===== config.mk =====
export PLATFORM = sky130hd
export DESIGN_NAME = bus_mux_sink
export DESIGN_NICKNAME = d
export VERILOG_FILES = /design/src/rtl/bus_pkg.sv /design/src/rtl/onehot_prio_encoder.sv /design/src/rtl/bus_mux_sink.sv
export SDC_FILE = /design/constraint.sdc
export NUM_CORES = 1
export LEC_CHECK = 0
export CAP_MARGIN = 20
export CORE_AREA = 3 3 327 329
export CTS_BUF_LIST = sky130_fd_sc_hd__clkbuf_8 sky130_fd_sc_hd__clkbuf_16
export DETAILED_ROUTE_END_ITERATION = 8
export DIE_AREA = 0 0 330 332
export PLACE_DENSITY_LB_ADDON = 0.05
export SYNTH_ARGS = -nofsm -noshare
export SYNTH_HDL_FRONTEND = slang
export SYNTH_SLANG_ARGS = --single-unit

===== constraint.sdc =====
create_clock -name clock -period 2.95 [get_ports clock]
set_clock_uncertainty 0.15 [all_clocks]
set_input_delay 0.59 -clock clock [delete_from_list [all_inputs] [get_ports clock]]
set_output_delay 0.59 -clock clock [all_outputs]
set_load 0.05 [all_outputs]

===== src/rtl/bus_pkg.sv =====
// Shared constants and types for the register-to-bus sink: widths, source lane indices
// and the bus controller state encoding.
package bus_pkg;

    localparam int unsigned DATA_WIDTH = 32;
    localparam int unsigned NUM_SRC    = 24;
    localparam int unsigned SEL_WIDTH  = 5;
    localparam int unsigned CNT_WIDTH  = 16;

    localparam int unsigned SRC_R0     = 0;
    localparam int unsigned SRC_R1     = 1;
    localparam int unsigned SRC_R2     = 2;
    localparam int unsigned SRC_R3     = 3;
    localparam int unsigned SRC_R4     = 4;
    localparam int unsigned SRC_R5     = 5;
    localparam int unsigned SRC_R6     = 6;
    localparam int unsigned SRC_R7     = 7;
    localparam int unsigned SRC_R8     = 8;
    localparam int unsigned SRC_R9     = 9;
    localparam int unsigned SRC_R10    = 10;
    localparam int unsigned SRC_R11    = 11;
    localparam int unsigned SRC_R12    = 12;
    localparam int unsigned SRC_R13    = 13;
    localparam int unsigned SRC_R14    = 14;
    localparam int unsigned SRC_R15    = 15;
    localparam int unsigned SRC_HI     = 16;
    localparam int unsigned SRC_LO     = 17;
    localparam int unsigned SRC_ZHI    = 18;
    localparam int unsigned SRC_ZLO    = 19;
    localparam int unsigned SRC_PC     = 20;
    localparam int unsigned SRC_MDR    = 21;
    localparam int unsigned SRC_INPORT = 22;
    localparam int unsigned SRC_C      = 23;

    typedef enum logic [1:0] {
        IDLE  = 2'd0,
        DRIVE = 2'd1,
        FAULT = 2'd2
    } bus_state_t;

endpackage


===== src/rtl/onehot_prio_encoder.sv =====
// Combinational lowest-index encoder for a strobe vector; also flags whether any bit
// and whether more than one bit is set.
module onehot_prio_encoder
    import bus_pkg::*;
#(
    parameter int unsigned WIDTH     = NUM_SRC,
    parameter int unsigned IDX_WIDTH = SEL_WIDTH
) (
    input  logic [WIDTH-1:0]     vec,
    output logic [IDX_WIDTH-1:0] idx,
    output logic                 any_set,
    output logic                 multi_set
);

    // Scan from the top down so the lowest set bit is the last (winning) assignment.
    always_comb begin
        idx = '0;
        for (int i = int'(WIDTH) - 1; i >= 0; i--) begin
            if (vec[i]) begin
                idx = IDX_WIDTH'(i);
            end
        end
    end

    assign any_set   = |vec;
    assign multi_set = |(vec & (vec - WIDTH'(1)));

endmodule


===== src/rtl/bus_mux_sink.sv =====
// Shared-bus sink: selects the lane named by the one-hot out strobes, registers it onto the
// bus, counts single-driver transfers and latches multi-driver faults. BUS_MUX_HOLD_EN keeps
// the last bus value on idle cycles instead of forcing zero.
module bus_mux_sink #(
    parameter int unsigned NUM_SRC    = bus_pkg::NUM_SRC,
    parameter int unsigned DATA_WIDTH = bus_pkg::DATA_WIDTH,
    parameter int unsigned SEL_WIDTH  = bus_pkg::SEL_WIDTH,
    parameter int unsigned CNT_WIDTH  = bus_pkg::CNT_WIDTH
) (
    input  logic                          clock,
    input  logic                          clear,
    input  logic [NUM_SRC*DATA_WIDTH-1:0] src_data,
    input  logic [NUM_SRC-1:0]            src_out,
    input  logic                          conflict_clr,
    output logic [DATA_WIDTH-1:0]         bus_data,
    output logic                          bus_valid,
    output logic [SEL_WIDTH-1:0]          bus_sel,
    output logic                          conflict,
    output logic [CNT_WIDTH-1:0]          xfer_count
);
    import bus_pkg::*;

    logic [NUM_SRC-1:0][DATA_WIDTH-1:0] lanes;
    logic [SEL_WIDTH-1:0]               enc_idx;
    logic                               enc_any;
    logic                               enc_multi;

    bus_state_t                         state_q, state_d;
    logic [DATA_WIDTH-1:0]              bus_data_q, bus_data_d;
    logic [SEL_WIDTH-1:0]               bus_sel_q, bus_sel_d;
    logic [CNT_WIDTH-1:0]               xfer_count_q, xfer_count_d;

    assign lanes = src_data;

    onehot_prio_encoder #(
        .WIDTH     (NUM_SRC),
        .IDX_WIDTH (SEL_WIDTH)
    ) u_enc (
        .vec       (src_out),
        .idx       (enc_idx),
        .any_set   (enc_any),
        .multi_set (enc_multi)
    );

    always_comb begin
        state_d      = state_q;
        bus_data_d   = bus_data_q;
        bus_sel_d    = bus_sel_q;
        xfer_count_d = xfer_count_q;

        case (state_q)
            IDLE, DRIVE: begin
                if (enc_multi) begin
                    // Capture the lowest contender so software can see who collided.
                    state_d    = FAULT;
                    bus_data_d = lanes[enc_idx];
                    bus_sel_d  = enc_idx;
                end else if (enc_any) begin
                    state_d    = DRIVE;
                    bus_data_d = lanes[enc_idx];
                    bus_sel_d  = enc_idx;
                    if (xfer_count_q != '1) begin
                        xfer_count_d = xfer_count_q + CNT_WIDTH'(1);
                    end
                end else begin
                    state_d = IDLE;
`ifndef BUS_MUX_HOLD_EN
                    bus_data_d = '0;
                    bus_sel_d  = '0;
`endif
                end
            end
            FAULT: begin
                // A fresh conflict in the clearing cycle keeps the fault latched.
                if (conflict_clr && !enc_multi) begin
                    state_d = IDLE;
`ifndef BUS_MUX_HOLD_EN
                    bus_data_d = '0;
                    bus_sel_d  = '0;
`endif
                end
            end
            default: begin
                state_d = IDLE;
            end
        endcase
    end

    always_ff @(posedge clock) begin
        if (clear) begin
            state_q      <= IDLE;
            bus_data_q   <= '0;
            bus_sel_q    <= '0;
            xfer_count_q <= '0;
        end else begin
            state_q      <= state_d;
            bus_data_q   <= bus_data_d;
            bus_sel_q    <= bus_sel_d;
            xfer_count_q <= xfer_count_d;
        end
    end

    assign bus_data   = bus_data_q;
    assign bus_sel    = bus_sel_q;
    assign bus_valid  = (state_q == DRIVE);
    assign conflict   = (state_q == FAULT);
    assign xfer_count = xfer_count_q;

endmodule


* Yosys cells after proc, flatten, opt, wreduce, memory -nomap -nowiden *
Cells that the tools add are included.

storage, ports and cells
  register bits after elaboration = 55
  latch bits = 0
  memory bits (writable) = 0
  ROM bits = 0
  input port bits = 795
  output and inout bits = 55
  logic and storage cells = 60
  memories kept = 0

cells by class
  $add $sub $neg = 2
  $mul = 0
  div/mod/pow operators = 0
  $lt $le $gt $ge = 1
  eq/ne operators = 4
  shift operators = 0
  mux-type cells = 38
  bitwise operators = 2
  reduce and logical (&&, ||, !) cells = 9

operators with widths
  cell                     number
  $bmux W32 S5             1
  $mux W5                  27
  $mux W32                 4
  $pmux W32 S2             1
  $reduce_or A24 Y1        2
  $and A24 B24 Y24         1
  $sub A24 B1 Y24 const B  1
  $add A16 B1 Y16 const B  1
  $ne A16 B16 Y1 const B   1
  $pmux W5 S2              1
  $lt A5 B6 Y1 const B     1
  $mux W2                  2
  $pmux W2 S2              1
  $reduce_and A4 Y1        1
  $eq A2 B1 Y1 const B     1
  $eq A2 B2 Y1 const B     1
  $logic_not A2 Y1         1
  $ne A2 B1 Y1 const B     1
  $reduce_and A2 Y1        1
  $reduce_bool A2 Y1       1
  $reduce_or A2 Y1         1
  $logic_and A1 B1 Y1      1
  $logic_not A1 Y1         1
  $mux W1                  1
  $not A1 Y1               1

* Longest topological paths before layout *
Gate-level depths: netlist of run 1.

  depth after elaboration = 29
  gate-level depth with buffers = 13
  gate-level depth less buffers = 9

* Modules after synthesis *
A second synthesis of run 1 with hierarchy kept.

second synthesis, totals
  cells, all modules = 1094
  area total of the unflattened synthesis = 8941.1 um^2

by module, submodules not included
  module               times used  cells each  area each (um^2)  sequential area each (um^2)
  bus_mux_sink         1           1010        8426.8            1101.1
  onehot_prio_encoder  1           84          514.2             0.0

* Worst setup path after synthesis of run 1 *
Ideal clock, no wire load.

  path type = input to register
  start = input src_out[6]
  end = register bus_data_q[5] (netlist: bus_data[5])
  setup time = 132 ps
  arrival time = 2781 ps
  data required time = 2668 ps
  setup slack = -113 ps
  stages on the path = 10
  buffers on the path = 2
  path through = buf_6 nor4_4 nand4_4 o32ai_2 o2111ai_4 o31a_1 nor2b_4 buf_2 nand2_1 o41ai_2

on the way
  word-level cells in the longest chain between the ends = 12
  elaborated cells between the ends (all ways) = 20
  classes of those cells = add/sub (1); eq/ne (1); mux (12); bitwise (1); reduce/logical (5)

ends and longest elaborated chain
  element                         line                                    source
  from (decl)                     bus_mux_sink.sv:13                      input logic [NUM_SRC-1:0] src_out,
  $mux W5 (7 in a row)            onehot_prio_encoder.sv:19               if (vec[i]) begin
  $bmux W32 S5                    bus_mux_sink.sv:56, bus_mux_sink.sv:60
  $mux W32 (implied by the code)  bus_mux_sink.sv:56, bus_mux_sink.sv:60
  $mux W32                        bus_mux_sink.sv:58                      end else if (enc_any) begin
  $mux W32                        bus_mux_sink.sv:53                      if (enc_multi) begin
  $pmux W32 S2                    bus_mux_sink.sv:51                      case (state_q)
  to (signal assigned)            bus_mux_sink.sv:97                      bus_data_q <= bus_data_d;
  to (decl)                       bus_mux_sink.sv:29                      logic [DATA_WIDTH-1:0] bus_data_q, bus_data_d;

Several ways; a longest one is shown, not always the timed one. The select of a mux whose other input is x is not followed.
A chain may end at the register's enable or synchronous reset.

* Final worst setup path of run 1 *
  start = input src_out[6]
  end = register bus_data_q[3] (netlist: bus_data[3])

The elaborated chain is that of the path after synthesis.

==> results of run 1 <==
final cells by class:
class / count / area, um2
antenna: 24 / 60.1
clock buffer: 5 / 125
clock inverter: 3 / 28.8
fill: 11274 / 77000
inverter: 34 / 128
multi-input combinational: 1262 / 10500
sequential: 55 / 1100
tap: 1380 / 1730
timing repair buffer: 1272 / 13200
state kept, by name, indices dropped and copies added, names as in the netlist:
| register | flops |
|---|---|
| bus_data | 32 |
| state_q | 2 |
| xfer_count | 16 |
| bus_sel | 5 |
timing repair:
item	in CTS	in global routing
pin swaps	86	70
buffers inserted	76	27
endpoints found under the setup margin	53	46
resized for setup	450	148
hold buffers	0	0
gates cloned	16	3
cells by family after synthesis:
group / synth area share
AOI/OAI and AO/OA: 0.380
muxes: 0.116
xor gates and xnor gates: 0.0129
DFF: 0.108
and+or+nand+nor: 0.291
buffers and inverters: 0.0900
adders and majority gates: 0.00123
final timing paths:
path	start	end	slack [ns]
max reg2reg	xfer_count[5]	xfer_count[10]	0.55
min	bus_sel[3]	bus_sel[3]	0.31
min reg2reg	bus_sel[3]	bus_sel[3]	0.31
max	src_out[6]	bus_data[3]	-0.12
per-layer routing:
layer  vias to the layer above  track usage
li1                       8112            -
met4                        22       0.0276
met1                      8724        0.244
met5                         -            0
met2                       579        0.373
met3                        64       0.0413
per-stage QoR:
| step | cell area [um2] | hold WS (ns) | power (mW) |
|---|---|---|---|
| finish | 26800 | 0.312 | 5.62 |
| global route | 26800 | 0.338 | 5.91 |
| CTS | 25800 | 0.315 | 5.59 |
| detailed placement | 22700 | 0.289 | 4.20 |
| global placement | 22700 | 0.286 | 4.21 |
| floorplan | 10200 | 0.309 | 1.98 |
synth_stat cells (all sizes together) (41+ instances only):
master    n  area [um2]
a21oi    87         435
a31oi    53         338
buf      79         440
clkbuf   92         345
dfxtp    55        1100
mux2i    82         821
nand2   247         932
nand3    69         355
nor2    103         387
nor3     72         377
o21ai    58         290
o221ai   41         359
o31ai    44         330
power by group through the flow:
stage / combinational (mW) / sequential, mW / clock, mW
6_report: 4.02 / 0.843 / 0.764
5_1_grt: 4.23 / 0.849 / 0.834
4_1_cts: 3.92 / 0.837 / 0.831
3_5_place_dp: 3.35 / 0.852 / 0
3_3_place_gp: 3.36 / 0.854 / 0
2_1_floorplan: 0.962 / 1.01 / 0
cell usage in the layout, fill, tap and decap left out, types with 11 or more instances in the layout:
| cell | instances |
|---|---|
| a2bb2oi_2 | 11 |
| a211oi_1 | 26 |
| buf_4 | 264 |
| o31a_1 | 34 |
| inv_1 | 34 |
| a211o_1 | 15 |
| mux2_2 | 13 |
| o22ai_1 | 18 |
| diode_2 | 24 |
| a31oi_1 | 34 |
| a21oi_1 | 81 |
| o31ai_2 | 13 |
| nor3_1 | 63 |
| o221ai_4 | 23 |
| nand2_1 | 227 |
| a22oi_1 | 12 |
| nand3_1 | 54 |
| and3_1 | 22 |
| nor2_1 | 98 |
| buf_6 | 76 |
| buf_8 | 11 |
| o2bb2ai_4 | 12 |
| or4_4 | 20 |
| o31ai_1 | 31 |
| o21ai_0 | 46 |
| mux2i_4 | 12 |
| xor2_1 | 14 |
| o221ai_2 | 14 |
| nand4_1 | 29 |
| dfxtp_1 | 55 |
| a31oi_2 | 14 |
| clkdlybuf4s50_1 | 822 |
| mux2i_1 | 63 |
| buf_12 | 63 |
| a2bb2oi_1 | 21 |
tightest hold or removal path: stages, from the launching register on:
cell and delay [ns]:
dfxtp_1 0.32, nand2_1 0.05, a21oi_1 0.05
==> key figures, run 1 <==
Route
  – Antenna Violating Nets Remaining: 0
  – Wirelength per Cell: 29.1 um
  – DRC viols: 0
  – DR iter-0 viols: 832
  – Highest routed layer: met5
  – Total number of vias: 17501
  – Met1 Wirelength: 48500 um
  – Drt total wl: 118000 um
  – Drt pass-1 iters: 5
  – Via-to-Cell Ratio: 4.34
  – Met2 WL: 60800 um
  – Routed length on met3: 6940 um

Final layout
  – Area growth from synthesis to layout: 164%
  – Nets: 3426
  – Fin cells: 4035
  – Ratio of cells with drive above 1 in the final layout: 0.292
  – Final core occ: 0.259

Worst setup path
  – CP Depth: 11
  – Worst setup EP type: register
  – Arrival @ worst endpoint: 3.13 ns
  – Worst-path fanout max: 7
  – Family with the most delay on the worst path: compound AO/OA/AOI/OAI gates
  – CP cell instances: buf_8, or3_4, o211ai_4, and3_4, buf_12, buf_16, buf_4, mux2i_1, o221ai_4, o2bb2ai_4, o31ai_2
  – Startpoint Class: input port
  – Crit-path max cell delay: 0.39 ns
  – Kind of critical path: input port to register
  – R2R cell count: 9
  – Crit path buf inv count: 4
  – CP max-delay cell: or3_4
  – Worst EP required: 3.01 ns

Synthesis
  – Cell count after synthesis: 1521
  – Count of state elements after synthesis: 55
  – Asr flop ratio synth: 0
  – Syn_nets: 2317
  – Post-synthesis sequential area ratio: 0.108
  – Top_reg_cell synth: dfxtp_1
  – Netlist cell types: 78
  – Cell Area, Synth: 0.0101 mm2
  – Number of synthesized flops with an enable pin: 0
  – Mapped Avg Cell Area: 6.67 um2
  – Synth warn: 0

CTS
  – H-tree levels: 2
  – Max clock buf depth: 2
  – Clk root buf: clkbuf_16
  – Clock slew at reported path FFs: 0.09 ns
  – TritonCTS clock tree: yes
  – # clock sinks: 55
  – Cts bufs inserted: 5
  – Clk_lat worst skew: 0.35 ns

Global routing
  – Total GRT Usage: 0.202
  – Vias in the first global route: 18473
  – Initial antenna violation count: 43
  – Total grt overflow: 0
  – Largest net degree at the start of global routing: 36
  – First-pass GRT wire length: 156000 um

Die
  – Die height: 332 um
  – Core region area: 0.104 mm2
  – Starting Density: 0.0978
  – Die area: 0.110 mm2
  – Ports: 850
  – Die X: 330 um
  – Row count: 118

Place
  – GP Congestion: 0.884
  – Post-Place Setup Slack: -1.58 ns
  – Dpl cells: 3897
  – IO buf count: 849
  – DPL Wire Length: 95500 um

Power and ir drop
  – Leak Pwr: 9.86 nW
  – Pwr dens: 210 mW/mm2
  – Clock power share: 0.136
  – Seq pwr share: 0.150
  – Internal Power: 3.29 mW
  – Switching Share: 0.414
  – Peak VDD IR: 0.195 mV
  – Comb power frac: 0.714
  – Sw Pwr: 2.33 mW

STA
  – Final Cycle Share: 1.04
  – Final TNS setup: -1.36 ns
  – # setup viols final: 32
  – Final Hold Fails: 0
  – Fin. max-slew vios: 0
  – Actual slew at the worst max-slew pin: 0.849 ns
  – RSZ-0062 raised after global routing: yes
  – Fin crit period: 3.07 ns
  – Final WS setup: -0.119 ns
  – Max Fclk: 0.326 GHz
  – Slew HR: 0.432

Min path
  – WHS Path Cells: 2
  – Hold crit path type: register to register

Run
  – MaxCap Viol Count: 0

Outcome
  – Failing checks: setup timing
  – Status: complete, but fails checks
Note: power is estimated with default switching activity, not from simulation.
==> run 2: changes to the inputs <==
- HOLD_SLACK_MARGIN: unset -> 0.05
==> results of run 2 <==
Same layout as run 1: the final DEF is identical, and so are final timing and power.
==> run 3: changes to the inputs <==
- CTS_CLUSTER_DIAMETER: unset -> 80
==> results of run 3 <==
Same layout as run 1: the final DEF is identical, and so are final timing and power.
